`config.mk`:
```
export PLATFORM = sky130hd
export DESIGN_NAME = spi_slave_rx_burst
export DESIGN_NICKNAME = d
export VERILOG_FILES = /design/src/rtl/spi_slave_rx_burst.sv
export SDC_FILE = /design/constraint.sdc
export NUM_CORES = 1
export LEC_CHECK = 0
export ABC_CLOCK_PERIOD_IN_PS = 2200
export BUFFER_PORTS_ARGS = -buffer_cell sky130_fd_sc_hd__buf_4
export CORE_ASPECT_RATIO = 1.4
export CORE_UTILIZATION = 52
export DETAILED_ROUTE_END_ITERATION = 8
export PLACE_DENSITY = 0.75
export SLEW_MARGIN = 20
export SYNTH_ARGS = -nofsm -noshare
export SYNTH_HDL_FRONTEND = slang
export SYNTH_SLANG_ARGS = --single-unit
```
`constraint.sdc`:
```
create_clock -name clk -period 2.2 [get_ports clk]
set_input_delay 0.66 -clock clk [delete_from_list [all_inputs] [get_ports clk]]
set_output_delay 0.66 -clock clk [all_outputs]
set_load 0.02 [all_outputs]
```
`src/rtl/spi_slave_rx_burst.sv`:
```
// SPI slave receive front-end: decodes address/command/data frames from the pins
// into register-file write strobes and transmitter read requests, with burst support.
module spi_slave_rx_burst #(
  parameter int ADDR_W      = 8,
  parameter int DATA_W      = 16,
  parameter int CPOL        = 0,
  parameter int CPHA        = 0,
  parameter int SYNC_STAGES = 2
) (
  input  logic              clk,
  input  logic              rst,
  input  logic              sclk,
  input  logic              ssn,
  input  logic              mosi,
  output logic [ADDR_W-1:0] address,
  output logic [DATA_W-1:0] data,
  output logic              write_en,
  output logic              tx_req,
  output logic              rx_done,
  output logic              frame_err,
  output logic              busy
);

  localparam int SHIFT_A  = (ADDR_W > DATA_W) ? ADDR_W : DATA_W;
  localparam int SHIFT_W  = (SHIFT_A > 8) ? SHIFT_A : 8;
  localparam int CNT_W    = $clog2(SHIFT_W + 1);
  localparam logic IDLE_SCLK   = (CPOL != 0);
  localparam logic SAMPLE_RISE = (((CPOL ^ CPHA) & 1) == 0);

  typedef enum logic [2:0] {S_IDLE, S_ADDR, S_CMD, S_WDATA, S_RDATA, S_HOLD} state_t;

  logic [SYNC_STAGES-1:0] sclk_sync_reg, ssn_sync_reg, mosi_sync_reg;
  logic                   sclk_d_reg, ssn_d_reg;
  logic                   sclk_s, ssn_s, mosi_s;
  logic                   samp, ssn_fall, ssn_rise;

  // ssn stages reset low so an ssn already low at reset release never looks like a falling edge
  always_ff @(posedge clk) begin
    if (rst) begin
      sclk_sync_reg <= {SYNC_STAGES{IDLE_SCLK}};
      ssn_sync_reg  <= '0;
      mosi_sync_reg <= '0;
      sclk_d_reg    <= IDLE_SCLK;
      ssn_d_reg     <= 1'b0;
    end else begin
      sclk_sync_reg <= {sclk_sync_reg[SYNC_STAGES-2:0], sclk};
      ssn_sync_reg  <= {ssn_sync_reg[SYNC_STAGES-2:0], ssn};
      mosi_sync_reg <= {mosi_sync_reg[SYNC_STAGES-2:0], mosi};
      sclk_d_reg    <= sclk_s;
      ssn_d_reg     <= ssn_s;
    end
  end

  assign sclk_s   = sclk_sync_reg[SYNC_STAGES-1];
  assign ssn_s    = ssn_sync_reg[SYNC_STAGES-1];
  assign mosi_s   = mosi_sync_reg[SYNC_STAGES-1];
  assign samp     = SAMPLE_RISE ? (sclk_s & ~sclk_d_reg) : (~sclk_s & sclk_d_reg);
  assign ssn_fall = ssn_d_reg & ~ssn_s;
  assign ssn_rise = ~ssn_d_reg & ssn_s;

  state_t              state_reg, state_next;
  logic [SHIFT_W-2:0]  shift_reg, shift_next;
  logic [CNT_W-1:0]    bitcnt_reg, bitcnt_next;
  logic [ADDR_W-1:0]   address_reg, address_next;
  logic [DATA_W-1:0]   data_reg, data_next;
  logic                burst_reg, burst_next;
  logic                word_done_reg, word_done_next;
  logic                write_en_reg, write_en_next;
  logic                tx_req_reg, tx_req_next;
  logic                rx_done_reg, rx_done_next;
  logic                frame_err_reg, frame_err_next;

  logic [SHIFT_W-1:0]  shift_shifted;
  logic [CNT_W-1:0]    bitcnt_inc;
  logic                addr_end, cmd_end, word_end, clean_end;

  assign shift_shifted = {shift_reg, mosi_s};
  assign bitcnt_inc    = bitcnt_reg + 1'b1;
  assign addr_end      = (bitcnt_inc == CNT_W'(ADDR_W));
  assign cmd_end       = (bitcnt_inc == CNT_W'(8));
  assign word_end      = (bitcnt_inc == CNT_W'(DATA_W));
  assign clean_end     = (state_reg == S_HOLD) ||
                         (((state_reg == S_WDATA) || (state_reg == S_RDATA)) &&
                          (bitcnt_reg == '0) && word_done_reg);

  always_ff @(posedge clk) begin
    if (rst) state_reg <= S_IDLE;
    else     state_reg <= state_next;
  end

  // ssn rising is checked first so a coincident samp is discarded
  always_comb begin
    state_next = state_reg;
    if (state_reg == S_IDLE) begin
      if (ssn_fall) state_next = S_ADDR;
    end else if (ssn_rise) begin
      state_next = S_IDLE;
    end else if (samp) begin
      case (state_reg)
        S_ADDR:  if (addr_end) state_next = S_CMD;
        S_CMD:   if (cmd_end) state_next = shift_shifted[7] ? S_RDATA : S_WDATA;
        S_WDATA: if (word_end && !burst_reg) state_next = S_HOLD;
        S_RDATA: if (word_end && !burst_reg) state_next = S_HOLD;
        default: state_next = state_reg;
      endcase
    end
  end

  always_comb begin
    shift_next     = shift_reg;
    bitcnt_next    = bitcnt_reg;
    address_next   = address_reg;
    data_next      = data_reg;
    burst_next     = burst_reg;
    word_done_next = word_done_reg;
    write_en_next  = 1'b0;
    tx_req_next    = 1'b0;
    rx_done_next   = 1'b0;
    frame_err_next = 1'b0;
    // burst write: the address moves on once the strobe for the current word has gone out
    if (write_en_reg && burst_reg) address_next = address_reg + 1'b1;
    if (state_reg == S_IDLE) begin
      if (ssn_fall) begin
        shift_next     = '0;
        bitcnt_next    = '0;
        word_done_next = 1'b0;
      end
    end else if (ssn_rise) begin
      rx_done_next   = clean_end;
      frame_err_next = !clean_end;
      bitcnt_next    = '0;
    end else if (samp && (state_reg != S_HOLD)) begin
      shift_next  = shift_shifted[SHIFT_W-2:0];
      bitcnt_next = bitcnt_inc;
      case (state_reg)
        S_ADDR: if (addr_end) begin
          address_next = shift_shifted[ADDR_W-1:0];
          bitcnt_next  = '0;
        end
        S_CMD: if (cmd_end) begin
          burst_next  = shift_shifted[6];
          tx_req_next = shift_shifted[7];
          bitcnt_next = '0;
        end
        S_WDATA: if (word_end) begin
          data_next      = shift_shifted[DATA_W-1:0];
          write_en_next  = 1'b1;
          word_done_next = 1'b1;
          bitcnt_next    = '0;
        end
        S_RDATA: if (word_end) begin
          word_done_next = 1'b1;
          bitcnt_next    = '0;
          if (burst_reg) begin
            address_next = address_reg + 1'b1;
            tx_req_next  = 1'b1;
          end
        end
        default: ;
      endcase
    end
  end

  always_ff @(posedge clk) begin
    if (rst) begin
      shift_reg     <= '0;
      bitcnt_reg    <= '0;
      address_reg   <= '0;
      data_reg      <= '0;
      burst_reg     <= 1'b0;
      word_done_reg <= 1'b0;
      write_en_reg  <= 1'b0;
      tx_req_reg    <= 1'b0;
      rx_done_reg   <= 1'b0;
      frame_err_reg <= 1'b0;
    end else begin
      shift_reg     <= shift_next;
      bitcnt_reg    <= bitcnt_next;
      address_reg   <= address_next;
      data_reg      <= data_next;
      burst_reg     <= burst_next;
      word_done_reg <= word_done_next;
      write_en_reg  <= write_en_next;
      tx_req_reg    <= tx_req_next;
      rx_done_reg   <= rx_done_next;
      frame_err_reg <= frame_err_next;
    end
  end

  assign address   = address_reg;
  assign data      = data_reg;
  assign write_en  = write_en_reg;
  assign tx_req    = tx_req_reg;
  assign rx_done   = rx_done_reg;
  assign frame_err = frame_err_reg;
  assign busy      = (state_reg != S_IDLE);

endmodule

```
==> impl_metrics.ini <==
[global_routing]
grt_overflow_total = 0
antenna_found_initial = 0
grt_start_max_net_pins = 26
grt.total_usage_pct = 25.57
grt_pass1_vias = 2512
grt_pass1_wl_mm = 11.54

[synth]
yosysMostFrequentCell = dfxtp_1
synth_common_cells = dfxtp_1 (61), nor2_1 (36), nand2_1 (19)
synthMuxAreaShare_pct = 6.149
ys.flop_type = dfxtp_1
synth_xor_area_share_pct = 4.441
synthTopCellsByArea = dfxtp_1 (42%), mux2i_1 (6.1%), nor2_1 (4.6%), a22oi_1 (3.3%), a22o_1 (3.0%)
syn_avg_cell_area_um2 = 9.215
synth-seq-cells = 61
synth_top_area_share_pct = 41.67
synth_top_family_by_area = simple AND/OR/NAND/NOR gates
syn_area_um2 = 2930
syn_inst = 318
yosys.area.top_type = dfxtp_1
syn_nets = 327
synth_compound_area_share_pct = 20.37
synthArstFlopShare_pct = 0
seq_area_frac_synth_pct = 41.67
ys_warn_count = 0
synth-simple-area-share_pct = 21.65
post_synth_fa_ha_maj_area_fraction_pct = 1.708
synth_cell_types = 60
synth_edf_count = 0

[clock_network]
post_cts_buffers = 0
cts_made_buffers = 9
clockBufferDepth = 2
clock-sinks = 61
htreeDepth = 3
clk_latency_ns = 0.34
root_buffer = clkbuf_8
clk_pin_slew_ns = 0.06
cts_tree = yes

[placed_design]
gp_congestion = 0.9135
hpwl_mm = 5.039
pre_cts_slack_ns = 0.03769
placed_cells = 421
portBuffers = 33

[pwr]
power_leakage_nw = 1.424
ir_drop_mv = 0.5432
seq_power_share_pct = 50.9
finalPower_w = 0.002189
p_sw_w = 0.0004729
pwr-share-clk_pct = 45.3
p_sw_share_pct = 21.60
p_int_w = 0.001716
powerDensity_nw_per_um2 = 606.2
p_comb_share_pct = 3.8

[timing]
fin_crit_ns = 2.141
slew_violations = 0
fin_ws_ns = 0.05941
hold_viol = 0
clock_skew_ns = 0.006168
fmax_mhz = 467.2
post-route-period-util_pct = 97.30
tns_ns = 0
setup_viol = 0
slew_headroom_pct = 70.88
rsz0062_at_grt = true
worst_pin_slew_ns = 0.4335

[final_layout]
largest_reg_flops = 16
fin_nets = 373
area_growth_pct = 23.23
post-route-util_pct = 65.83
diodes = 0
fin_cells = 436
final_layout_size_suffix_gt1_share_pct = 25.00

[min_path]
hold_path.class = reg -> reg

[floorplan]
chipHeight_um = 90.82
start_util_pct = 53.42
die_x_um = 65.45
dieArea_um2 = 5944
pin_count = 34
rows = 32
fp.coreArea_um2 = 5485

[flow_run]
drv_cap = 0

[route]
vias = 2551
drc = 0
drt_first_pass_iters = 4
wl_per_cell_um = 16.12
drt-vias-per-instance = 5.851
wirelength_mm = 7.028
first_iter_violations = 136
antenna_left = 0

[worst_setup_path]
crit_required_ns = 2.43
critical_path_arrival_ns = 2.37
critPathKind = reg -> reg
cp-start-kind = flip-flop
worstPathMaxFanout = 7
end_kind = flip-flop

[outcome]
status = finished, final reports clean
## kinds of logic (layout without fill, tap and decap cells)
family	Yosys count	count (layout)
muxes	18	18
and+or+nand+nor	121	121
xor gates and xnor gates	14	14
AOI/OAI and AO/OA	73	73
buffers and inverters	27	77
DFF	61	61
adders and majority gates	4	4
## area by class of cell
cell class / count / area, um^2
Clock buffer: 11 / 151.4
Clock inverter: 4 / 47.55
Fill cell: 444 / 1874
Inverter: 6 / 22.52
Multi-Input combinational cell: 230 / 1644
Sequential cell: 61 / 1227
Tap cell: 68 / 85.08
Timing Repair Buffer: 56 / 432.9
## critical path, stage by stage (launching register included)
cell and delay [ns]:
dfxtp_4 0.37, ha_2 0.23, or3b_1 0.41, o32a_1 0.20, o211a_1 0.13, nor3b_1 0.32, nor3_1 0.12, a32o_1 0.25
## through the flow
step           area, um^2  hold slack [ns]
5_1_grt              3611           0.4624
6_report             3611           0.4355
2_1_floorplan        2947           0.4138
3_3_place_gp         3369           0.4172
3_5_place_dp         3369           0.4220
4_1_cts              3571           0.4410
## path summary, 6_finish.rpt
| check | from | endpoint | slack, ns | depth (start not counted) |
|---|---|---|---|---|
| worst max-delay path | bitcnt_reg[0]$_SDFFE_PP0P_ | bitcnt_reg[1]$_SDFFE_PP0P_ | 0.06 | 7 |
| worst min-delay path | ssn_sync_reg[0]$_SDFF_PP0_ | ssn_sync_reg[1]$_SDFF_PP0_ | 0.44 | 1 |
| worst min register to register | ssn_sync_reg[0]$_SDFF_PP0_ | ssn_sync_reg[1]$_SDFF_PP0_ | 0.44 | 1 |
| worst max register to register | bitcnt_reg[0]$_SDFFE_PP0P_ | bitcnt_reg[1]$_SDFFE_PP0P_ | 0.06 | 7 |
## cells in the final DEF (no fill, tap or decap), types with 6 or more instances in the layout
cell type,Yosys,final
a22o_1,10,10
nand4_1,6,6
mux2i_1,18,18
nor3_1,9,9
o21ai_0,8,8
clkbuf_8,0,11
nor2b_1,14,14
a21oi_1,8,8
inv_1,6,6
o22ai_1,7,7
buf_4,2,55
a22oi_1,13,13
nand2_1,19,19
nor2_1,36,34
xor2_1,9,9
dfxtp_1,61,58
## routing by layer
| metal | track usage [%] | routed length, um |
|---|---|---|
| met1 | 27.85 | 2784 |
| met2 | 43.73 | 3692 |
| met5 | 0 | 0 |
| met4 | 15.40 | 263 |
| met3 | 5.682 | 287 |
## power groups by stage
| stage | Clock, W | Sequential (W) | Combinational (W) |
|---|---|---|---|
| after floorplan | 0 | 0.00114 | 0.0000529 |
| after global placement | 0 | 0.00114 | 0.0000812 |
| after detailed placement | 0 | 0.00114 | 0.0000816 |
| after CTS | 0.00101 | 0.00112 | 0.0000825 |
| after global routing | 0.00105 | 0.00111 | 0.0000897 |
| final | 0.000991 | 0.00111 | 0.0000832 |
## repair_timing
action / 4_1_cts / 5_1_grt
setup endpoints to repair: 1 / 27
cloned: 0 / 0
hold buffers: 0 / 0
resized for setup: 1 / 9
pin swaps: 0 / 1
Power figures use the tool's default switching activity.
